===== src/rtl/irq_pkg.sv =====
// Shared definitions for the memory-mapped interrupt controller: register map,
// FSM state encoding, the "no interrupt" ID value and a byte-lane merge helper.
package irq_pkg;

  localparam logic [2:0] OFF_RAW    = 3'd0;
  localparam logic [2:0] OFF_ENABLE = 3'd1;
  localparam logic [2:0] OFF_MODE   = 3'd2;
  localparam logic [2:0] OFF_CLEAR  = 3'd3;
  localparam logic [2:0] OFF_ID     = 3'd4;
  localparam logic [2:0] OFF_EOI    = 3'd5;

  localparam logic [31:0] ID_NONE           = 32'h8000_0000;
  localparam logic [31:0] DEFAULT_BASE_ADDR = 32'hFFFF_0000;

  typedef enum logic [1:0] {
    ST_IDLE    = 2'd0,
    ST_ASSERT  = 2'd1,
    ST_SERVICE = 2'd2
  } irq_state_e;

  // Replace only the byte lanes whose enable is set.
  function automatic logic [31:0] be_merge(input logic [31:0] old_val,
                                           input logic [31:0] wdata,
                                           input logic [3:0]  be);
    logic [31:0] res;
    res = old_val;
    for (int b = 0; b < 4; b++) begin
      if (be[b]) res[b*8 +: 8] = wdata[b*8 +: 8];
    end
    return res;
  endfunction

endpackage


===== src/rtl/irq_sync.sv =====
// One interrupt line: two-flop synchronizer followed by a rising-edge detector
// on the synchronized value.
module irq_sync (
  input  logic clk,
  input  logic nReset,
  input  logic async_in,
  output logic level,
  output logic rise
);

  logic meta_q, meta_d;
  logic sync_q, sync_d;
  logic prev_q, prev_d;

  always_comb begin
    meta_d = async_in;
    sync_d = meta_q;
    prev_d = sync_q;
  end

  always_ff @(posedge clk or negedge nReset) begin
    if (!nReset) begin
      meta_q <= 1'b0;
      sync_q <= 1'b0;
      prev_q <= 1'b0;
    end else begin
      meta_q <= meta_d;
      sync_q <= sync_d;
      prev_q <= prev_d;
    end
  end

  assign level = sync_q;
  assign rise  = sync_q & ~prev_q;

endmodule


===== src/rtl/irq_controller.sv =====
// Memory-mapped interrupt controller: per-source edge/level pending capture,
// enable masking, lowest-index priority and an ASSERT/SERVICE/EOI handshake.
module irq_controller
  import irq_pkg::*;
#(
  parameter int          NUM_SRC   = 8,
  parameter logic [31:0] BASE_ADDR = DEFAULT_BASE_ADDR
) (
  input  logic               clk,
  input  logic               nReset,
  input  logic [31:0]        memaddr,
  input  logic               memwrite,
  input  logic               memread,
  input  logic [3:0]         be,
  input  logic [31:0]        writedata,
  output logic [31:0]        readdata,
  output logic               hit,
  input  logic [NUM_SRC-1:0] irq_src,
  output logic               nIRQ
);

  localparam int PAD = 32 - NUM_SRC;

  logic [2:0]         off;
  logic               wr_en, rd_en, id_rd, eoi_wr, eoi_fire;
  logic [NUM_SRC-1:0] sync_lvl, sync_rise;
  logic [NUM_SRC-1:0] pending_q, pending_d;
  logic [NUM_SRC-1:0] enable_q, enable_d;
  logic [NUM_SRC-1:0] mode_q, mode_d;
  logic [NUM_SRC-1:0] mode_chg, clr_mask, active;
  logic [31:0]        en_merge, md_merge, clr_merge;
  logic               id_valid;
  logic [4:0]         id_idx;
  logic [31:0]        id_val;
  irq_state_e         state_q, state_d;
  logic [4:0]         cur_id_q, cur_id_d;
  logic               nirq_q, nirq_d;
  logic               unused_ok;

  assign hit    = (memaddr[31:5] == BASE_ADDR[31:5]);
  assign off    = memaddr[4:2];
  assign wr_en  = memwrite && hit;
  assign rd_en  = memread && hit;
  assign id_rd  = rd_en && (off == OFF_ID);
  assign eoi_wr = wr_en && (off == OFF_EOI);
  assign eoi_fire = eoi_wr && (state_q == ST_SERVICE);

  for (genvar g = 0; g < NUM_SRC; g++) begin : g_sync
    irq_sync u_sync (
      .clk      (clk),
      .nReset   (nReset),
      .async_in (irq_src[g]),
      .level    (sync_lvl[g]),
      .rise     (sync_rise[g])
    );
  end

  // Register writes and pending capture
  always_comb begin
    en_merge  = be_merge({{PAD{1'b0}}, enable_q}, writedata, be);
    md_merge  = be_merge({{PAD{1'b0}}, mode_q}, writedata, be);
    clr_merge = be_merge(32'h0, writedata, be);
    enable_d  = enable_q;
    mode_d    = mode_q;
    clr_mask  = '0;
    if (wr_en && (off == OFF_ENABLE)) enable_d = en_merge[NUM_SRC-1:0];
    if (wr_en && (off == OFF_MODE))   mode_d   = md_merge[NUM_SRC-1:0];
    if (wr_en && (off == OFF_CLEAR))  clr_mask = clr_merge[NUM_SRC-1:0];
    mode_chg  = mode_d ^ mode_q;
    pending_d = pending_q;
    for (int i = 0; i < NUM_SRC; i++) begin
      if (mode_chg[i]) begin
        pending_d[i] = 1'b0;
      end else if (!mode_q[i]) begin
        pending_d[i] = sync_lvl[i];
      end else begin
        // A fresh edge outranks any clear arriving in the same cycle.
        pending_d[i] = sync_rise[i] |
                       (pending_q[i] & ~(clr_mask[i] |
                                         (eoi_fire && (cur_id_q == 5'(i)))));
      end
    end
  end

  assign active = pending_q & enable_q;

  always_comb begin
    id_valid = |active;
    id_idx   = 5'd0;
    for (int i = NUM_SRC - 1; i >= 0; i--) begin
      if (active[i]) id_idx = 5'(i);
    end
    id_val = id_valid ? {27'd0, id_idx} : ID_NONE;
  end

  // Request/acknowledge handshake with the core
  always_comb begin
    state_d  = state_q;
    cur_id_d = cur_id_q;
    case (state_q)
      ST_IDLE: begin
        if (id_valid) state_d = ST_ASSERT;
      end
      ST_ASSERT: begin
        if (id_rd && id_valid) begin
          state_d  = ST_SERVICE;
          cur_id_d = id_idx;
        end else if (!id_valid) begin
          state_d = ST_IDLE;
        end
      end
      ST_SERVICE: begin
        if (eoi_wr) state_d = ST_IDLE;
      end
      default: state_d = ST_IDLE;
    endcase
    nirq_d = (state_d != ST_ASSERT);
  end

  always_ff @(posedge clk or negedge nReset) begin
    if (!nReset) begin
      pending_q <= '0;
      enable_q  <= '0;
      mode_q    <= '0;
      state_q   <= ST_IDLE;
      cur_id_q  <= 5'd0;
      nirq_q    <= 1'b1;
    end else begin
      pending_q <= pending_d;
      enable_q  <= enable_d;
      mode_q    <= mode_d;
      state_q   <= state_d;
      cur_id_q  <= cur_id_d;
      nirq_q    <= nirq_d;
    end
  end

  assign nIRQ = nirq_q;

  always_comb begin
    readdata = 32'h0;
    if (rd_en) begin
      case (off)
        OFF_RAW:    readdata = {{PAD{1'b0}}, pending_q};
        OFF_ENABLE: readdata = {{PAD{1'b0}}, enable_q};
        OFF_MODE:   readdata = {{PAD{1'b0}}, mode_q};
        OFF_ID:     readdata = id_val;
        default:    readdata = 32'h0;
      endcase
    end
  end

  assign unused_ok = ^{memaddr[1:0], en_merge[31:NUM_SRC],
                       md_merge[31:NUM_SRC], clr_merge[31:NUM_SRC]};

endmodule


===== config.mk =====
export PLATFORM = sky130hd
export DESIGN_NAME = irq_controller
export DESIGN_NICKNAME = d
export VERILOG_FILES = /design/src/rtl/irq_pkg.sv /design/src/rtl/irq_sync.sv /design/src/rtl/irq_controller.sv
export SDC_FILE = /design/constraint.sdc
export NUM_CORES = 1
export LEC_CHECK = 0
export BUFFER_PORTS_ARGS = -buffer_cell sky130_fd_sc_hd__buf_2
export CORE_UTILIZATION = 25
export DETAILED_ROUTE_END_ITERATION = 10
export GPL_TIMING_DRIVEN = 0
export HOLD_SLACK_MARGIN = 0.08
export MAX_ROUTING_LAYER = met4
export RECOVER_POWER = 50
export SLEW_MARGIN = 20
export SYNTH_ARGS = -nofsm -noshare
export SYNTH_HDL_FRONTEND = slang
export SYNTH_SLANG_ARGS = --single-unit

===== constraint.sdc =====
create_clock -name clk -period 1.9 [get_ports clk]
set_clock_uncertainty 0.15 [all_clocks]
set_input_delay 0.095 -clock clk [delete_from_list [all_inputs] [get_ports clk]]
set_output_delay 0.095 -clock clk [all_outputs]
set_load 0.01 [all_outputs]

# After elaboration in Yosys (flattened, before gate mapping)
# Index checks and enable logic that the tools add are counted.
[classes]
addsub = 0
mul = 0
div_mod_pow = 0
n_lt_le_gt_ge = 0
n_eq_ne = 16
shifts = 0
n_mux = 36
n_bitwise = 50
n_reduce_logical = 23
[ops]
columns = ["operator", "count"]
rows = [
  ["one-hot mux 32 bit (4 select lines)", 1],
  ["2-to-1 mux 32 bit", 2],
  ["2-to-1 mux 5 bit", 7],
  ["2-to-1 mux 8 bit", 4],
  ["== test 27 bit, second input constant", 1],
  ["== test 5 x 3 -> 1 bit, second input constant", 4],
  ["logical AND 1 bit", 17],
  ["AND 1 bit", 16],
  ["2-to-1 mux 1 bit", 16],
  ["inverter 1 bit", 16],
  ["OR 1 bit", 16],
  ["== test 5 x 2 -> 1 bit, second input constant", 2],
  ["AND 8 bit", 1],
  ["2-to-1 mux 2 bit", 4],
  ["OR reduction 8 bit", 1],
  ["bitwise XOR 8 bit", 1],
  ["== test 3 x 2 -> 1 bit, second input constant", 2],
  ["== test 3 bit, second input constant", 2],
  ["one-hot mux 2 bit (3 select lines)", 1],
  ["== test 5 x 1 -> 1 bit, second input constant", 1],
  ["zero test 5 bit", 1],
  ["AND reduction 2 bit", 2],
  ["== test 3 x 1 -> 1 bit, second input constant", 1],
  ["zero test 3 bit", 1],
  ["5 further kinds", 5],
]
[totals]
regBits = 56
latch_bits = 0
ramBits = 0
mem_bits_ro = 0
input_bits = 80
wordCells = 155
mem_count = 0

# Longest topological paths before layout
[depth]
depth_word = 12
ltp_mapped = 7
depth_no_buf = 5

# Cells and area by module
# Synthesis repeated with hierarchy kept, for this count alone.
[unflattened]
hier_cells = 295
hier_area_um2 = 2972.9
[modules_own_cells]
columns = ["mod", "instances", "cells_each", "area_each_um2", "seq_area_each_um2"]
rows = [
  ["irq_controller", 1, 263, 2262.2, 752.0],
  ["irq_sync", 8, 4, 88.8, 75.1],
]

# Worst setup path before layout
# No wires, ideal clock.
[synth_timing]
path_type = "input to register"
from = "input port memaddr[14]"
to = "register enable_q[0]"
setup_time_ns = 0.125
arrival_time_ns = 1.982
t_required_ns = 1.625
setup_slack_ns = -0.357
path_stages = 5
path_cell_list = "or4b_4 nor4_4 nand4_2 nor3b_4 mux2_2"
[synth_between]
elab_chain_cells = 4
[synth_lines]
columns = ["element", "line", "text"]
rows = [
  ["start, declared", "irq_controller.sv:11", "input logic [31:0] memaddr,"],
  ["== test 27 bit", "irq_controller.sv:40", "assign hit = (memaddr[31:5] == BASE_ADDR[31:5]);"],
  ["logical AND 1 bit", "irq_controller.sv:42", "assign wr_en = memwrite && hit;"],
  ["logical AND 1 bit", "irq_controller.sv:66", "if (wr_en && (off == OFF_ENABLE)) enable_d = en_merge[NUM_SRC-1:0];"],
  ["AND reduction 2 bit (no line)", "--", ""],
  ["end signal, assigned", "irq_controller.sv:130", "enable_q <= enable_d;"],
  ["end, declared", "irq_controller.sv:28", "logic [NUM_SRC-1:0] enable_q, enable_d;"],
]
# Every way passes these cells.
# A chain may end at the register's enable or synchronous reset.

# Worst setup path after layout
[layout_timing]
from = "input port memaddr[7]"
to = "output port readdata[5]"
[layout_between]
elab_chain_cells = 3
[layout_lines]
columns = ["element", "line", "text"]
rows = [
  ["== test 27 bit", "irq_controller.sv:40", ""],
  ["logical AND 1 bit", "irq_controller.sv:43", "assign rd_en = memread && hit;"],
  ["2-to-1 mux 32 bit", "irq_controller.sv:142", "if (rd_en) begin"],
  ["end, declared", "irq_controller.sv:16", "output logic [31:0] readdata,"],
]
# Every way passes these cells.

==> metrics.txt <==
core area 0.0105 mm^2; Slew Viols, Final 0; IO Pins 114; row cnt 37; clk slew on worst S/H paths 0.09 ns; Die H 107 um; final setup fails 34; Static Leak 1.84 nW; fin crit share 123%; Final Hold Vio Count 0; CP Capture Type output pin; Arr. time, crit path 2.09 ns; CTS tree yes; Worst R2R End cur_id_q[2]$_DFFE_PN0P_; CP Launch Type input port; Hold Path Stages 4; Seq/Total Area, Yosys 49.1%; Area after DPL 0.00340 mm^2; Hold Startpoint memaddr[2]; Layout Cells excl Fill 518; CP Class input port to output pin; post-DP HPWL 4920 um; nets@finish 461; total wire length 7260 um; Placed Instances 472; Post-synth top flop dfrtp_1; Crit path largest cell delay 0.54 ns; Avg Cell Area, Syn 10.9 um^2; Crit path buffers/inverters 2; CP Cell Sequence buf_6 > or4_4 > nor4_4 > nand3_4 > or3b_4 > a211oi_4 > buf_2; Setup WS post-layout -0.438 ns; worst reg2reg startpoint enable_q[7]$_DFFE_PN0P_; vias per std cell 4.67; Via Count 2420; Area Overhead vs Synth 45.9%; Longest Clk Path Bufs 2; die extent in x 107 um; hold worst-path end state_q[0]$_DFF_PN0_; Routed Antenna Nets 0; Hold Path Class input port to flip-flop; crit-path max FO 5; gpl congestion 0.814; largest net degree at the start of global routing 55; relative slew slack 10.3%; synthesized cell area 0.00276 mm^2; asr flop ratio synth 100%; FF-to-FF setup slack -0.23 ns; EDFF count, synth 0; RSZ-0062 raised after global routing yes; CP Data Required Time 1.65 ns; global-route wire length before repair 11700 um; fraction of layout cells with a size suffix above 1 41.6%; Initial Util 26.2%; Iteration-0 DRC Markers 110; GRT Total Usage 13.6%; worst r2r path cells 8; total grt overflow 0; vias in the first global route 2367; Skew-Pair Late Insertion Delay 0.31 ns; Sink Count 54; failing checks negative setup slack; Post-Syn Instances 253; post-placement worst setup slack -0.910 ns; cell class contributing the biggest share of worst-path delay simple AND/OR/NAND/NOR gates; fin area 0.00402 mm^2; Post-route DRC 0; CP max stage cell or4_4; Clock Root Buffer clkbuf_8; Power per Cell Area 530 mW/mm^2; Seq cells post-synth 54; initial antenna violation count 0; WL/cell 14.0 um; Tightest Pin Transition 1.35 ns; Ys Warns 0; Netlist cell types 49; IO buf count 61; min cycle time layout 2.34 ns; CTS Buf Count 5; CTS H-tree lvls 2; peak supply drop 0.262 mV; status finished with violations; first-pass detailed-route iteration total 4; highest clock rate 428 MHz; # diodes 0; die area 0.0114 mm^2; maxcap violations 0
## layer usage
| layer | track usage, % | up-vias | wire (um) |
|---|---|---|---|
| met5 | - | - | 0 |
| met4 | 3.52 | 0 | 71 |
| met3 | 2.31 | 6 | 508 |
| met2 | 22.0 | 103 | 3390 |
| met1 | 17.6 | 1167 | 3290 |
| li1 | - | 1144 | - |
## Yosys cell counts (all sizes together), types with 2 or more instances
cell type,count,area [um^2]
clkbuf,5,18.8
and2,2,12.5
nand3b,2,15.0
nor3b,3,45.1
or4,2,15.0
or3b,2,17.5
mux2,19,214
nor4,3,48.8
nand3,19,100
a211oi,15,113
a21oi,2,10.0
o21ai,11,55.1
o211ai,4,30.0
buf,25,180
nand2,24,90.1
nor2b,10,62.6
nand4,5,37.5
a22oi,10,75.1
dfrtp,53,1330
nor2,5,18.8
nand2b,8,50.1
o311ai,4,35.0
## worst max-delay path by stage
stage	from	end	slack, ns	cells past startpoint
floorplan	memaddr[7]	enable_q[0]$_DFFE_PN0P_	-0.33	5
global placement	memaddr[22]	mode_q[4]$_DFF_PN0_	-0.86	6
detailed placement	memaddr[22]	mode_q[3]$_DFF_PN0_	-0.91	6
CTS	memaddr[14]	readdata[6]	-0.48	7
global route	memaddr[7]	readdata[6]	-0.49	7
finish	memaddr[7]	readdata[5]	-0.44	7
## tightest hold or removal path, cell delays in order
cell     delay, ns
buf_2         0.08
nor3b_1       0.09
nand2_1       0.17
o21a_1        0.12
## metrics by stage
stage | utilization (%) | TNS [ns] | hold WS (ns) | power, mW
CTS | 37.8 | -8.99 | 0.100 | 2.15
finish | 38.2 | -9.33 | 0.125 | 2.13
global placement | 32.3 | -26.11 | 0.0536 | 1.45
global route | 38.2 | -11.52 | 0.161 | 2.24
floorplan | - | -8.46 | -0.351 | 1.35
detailed placement | 32.3 | -26.85 | 0.0394 | 1.45
## power breakdown
part | internal, mW | total (mW) | switching, mW
Clock | 0.295 | 0.665 | 0.370
Sequential | 1.18 | 1.20 | 0.0209
Combinational | 0.130 | 0.262 | 0.132
Total | 1.61 | 2.13 | 0.523
## cells by family (layout without fill, tap and decap cells)
group | after synthesis | after routing | synth area share, %
muxes | 20 | 20 | 8.13
and+or+nand+nor | 91 | 91 | 20.5
xor gates and xnor gates | 1 | 1 | 0.318
DFF | 54 | 54 | 49.1
buffers and inverters | 31 | 138 | 7.36
other | 1 | 23 | 0.136
AOI/OAI and AO/OA | 55 | 55 | 14.4
## cell usage in the layout, fill, tap and decap left out, drive strengths merged, types with 3 or more instances in the layout
| cell | netlist | layout |
|---|---|---|
| nand4 | 5 | 5 |
| clkbuf | 5 | 12 |
| mux2 | 19 | 19 |
| o311ai | 4 | 4 |
| o211ai | 4 | 4 |
| nor3b | 3 | 3 |
| nor2 | 5 | 5 |
| dfrtp | 53 | 53 |
| nand3 | 19 | 19 |
| a211oi | 15 | 15 |
| o21ai | 11 | 11 |
| a22oi | 10 | 10 |
| conb | 1 | 23 |
| nor2b | 10 | 10 |
| nand2 | 24 | 24 |
| buf | 25 | 106 |
| nor4 | 3 | 3 |
| dlygate4sd3 | 0 | 18 |
| nand2b | 8 | 8 |
## cell type report
type | count | area (um^2)
fillers | 1031 | 6490
multi-input cells | 190 | 1490
flip-flops and latches | 54 | 1350
repair buffers | 100 | 717
plain buffers | 29 | 198
well taps | 136 | 170
clock buffers | 7 | 86.3
clock inverters | 1 | 5.00
inverters | 1 | 3.75
## sequential cells by signal (all words and copies together), names as in the netlist
register and count:
g_sync.u_sync.meta_q 8, state_q 2, mode_q 8, pending_q 8, g_sync.u_sync.level 8, enable_q 8, nIRQ 1, cur_id_q 3
g_sync.u_sync.prev_q 8
## repair_timing
item                                   in CTS  in global routing
gates cloned                                0                  0
gates resized for setup                    40                 11
setup endpoints to repair                  39                 40
buffers inserted                           19                  4
endpoints found under the hold margin      86                  0
pin swaps                                  12                  9
hold buffers                               18                  0
(Power assumes the default switching activity.)
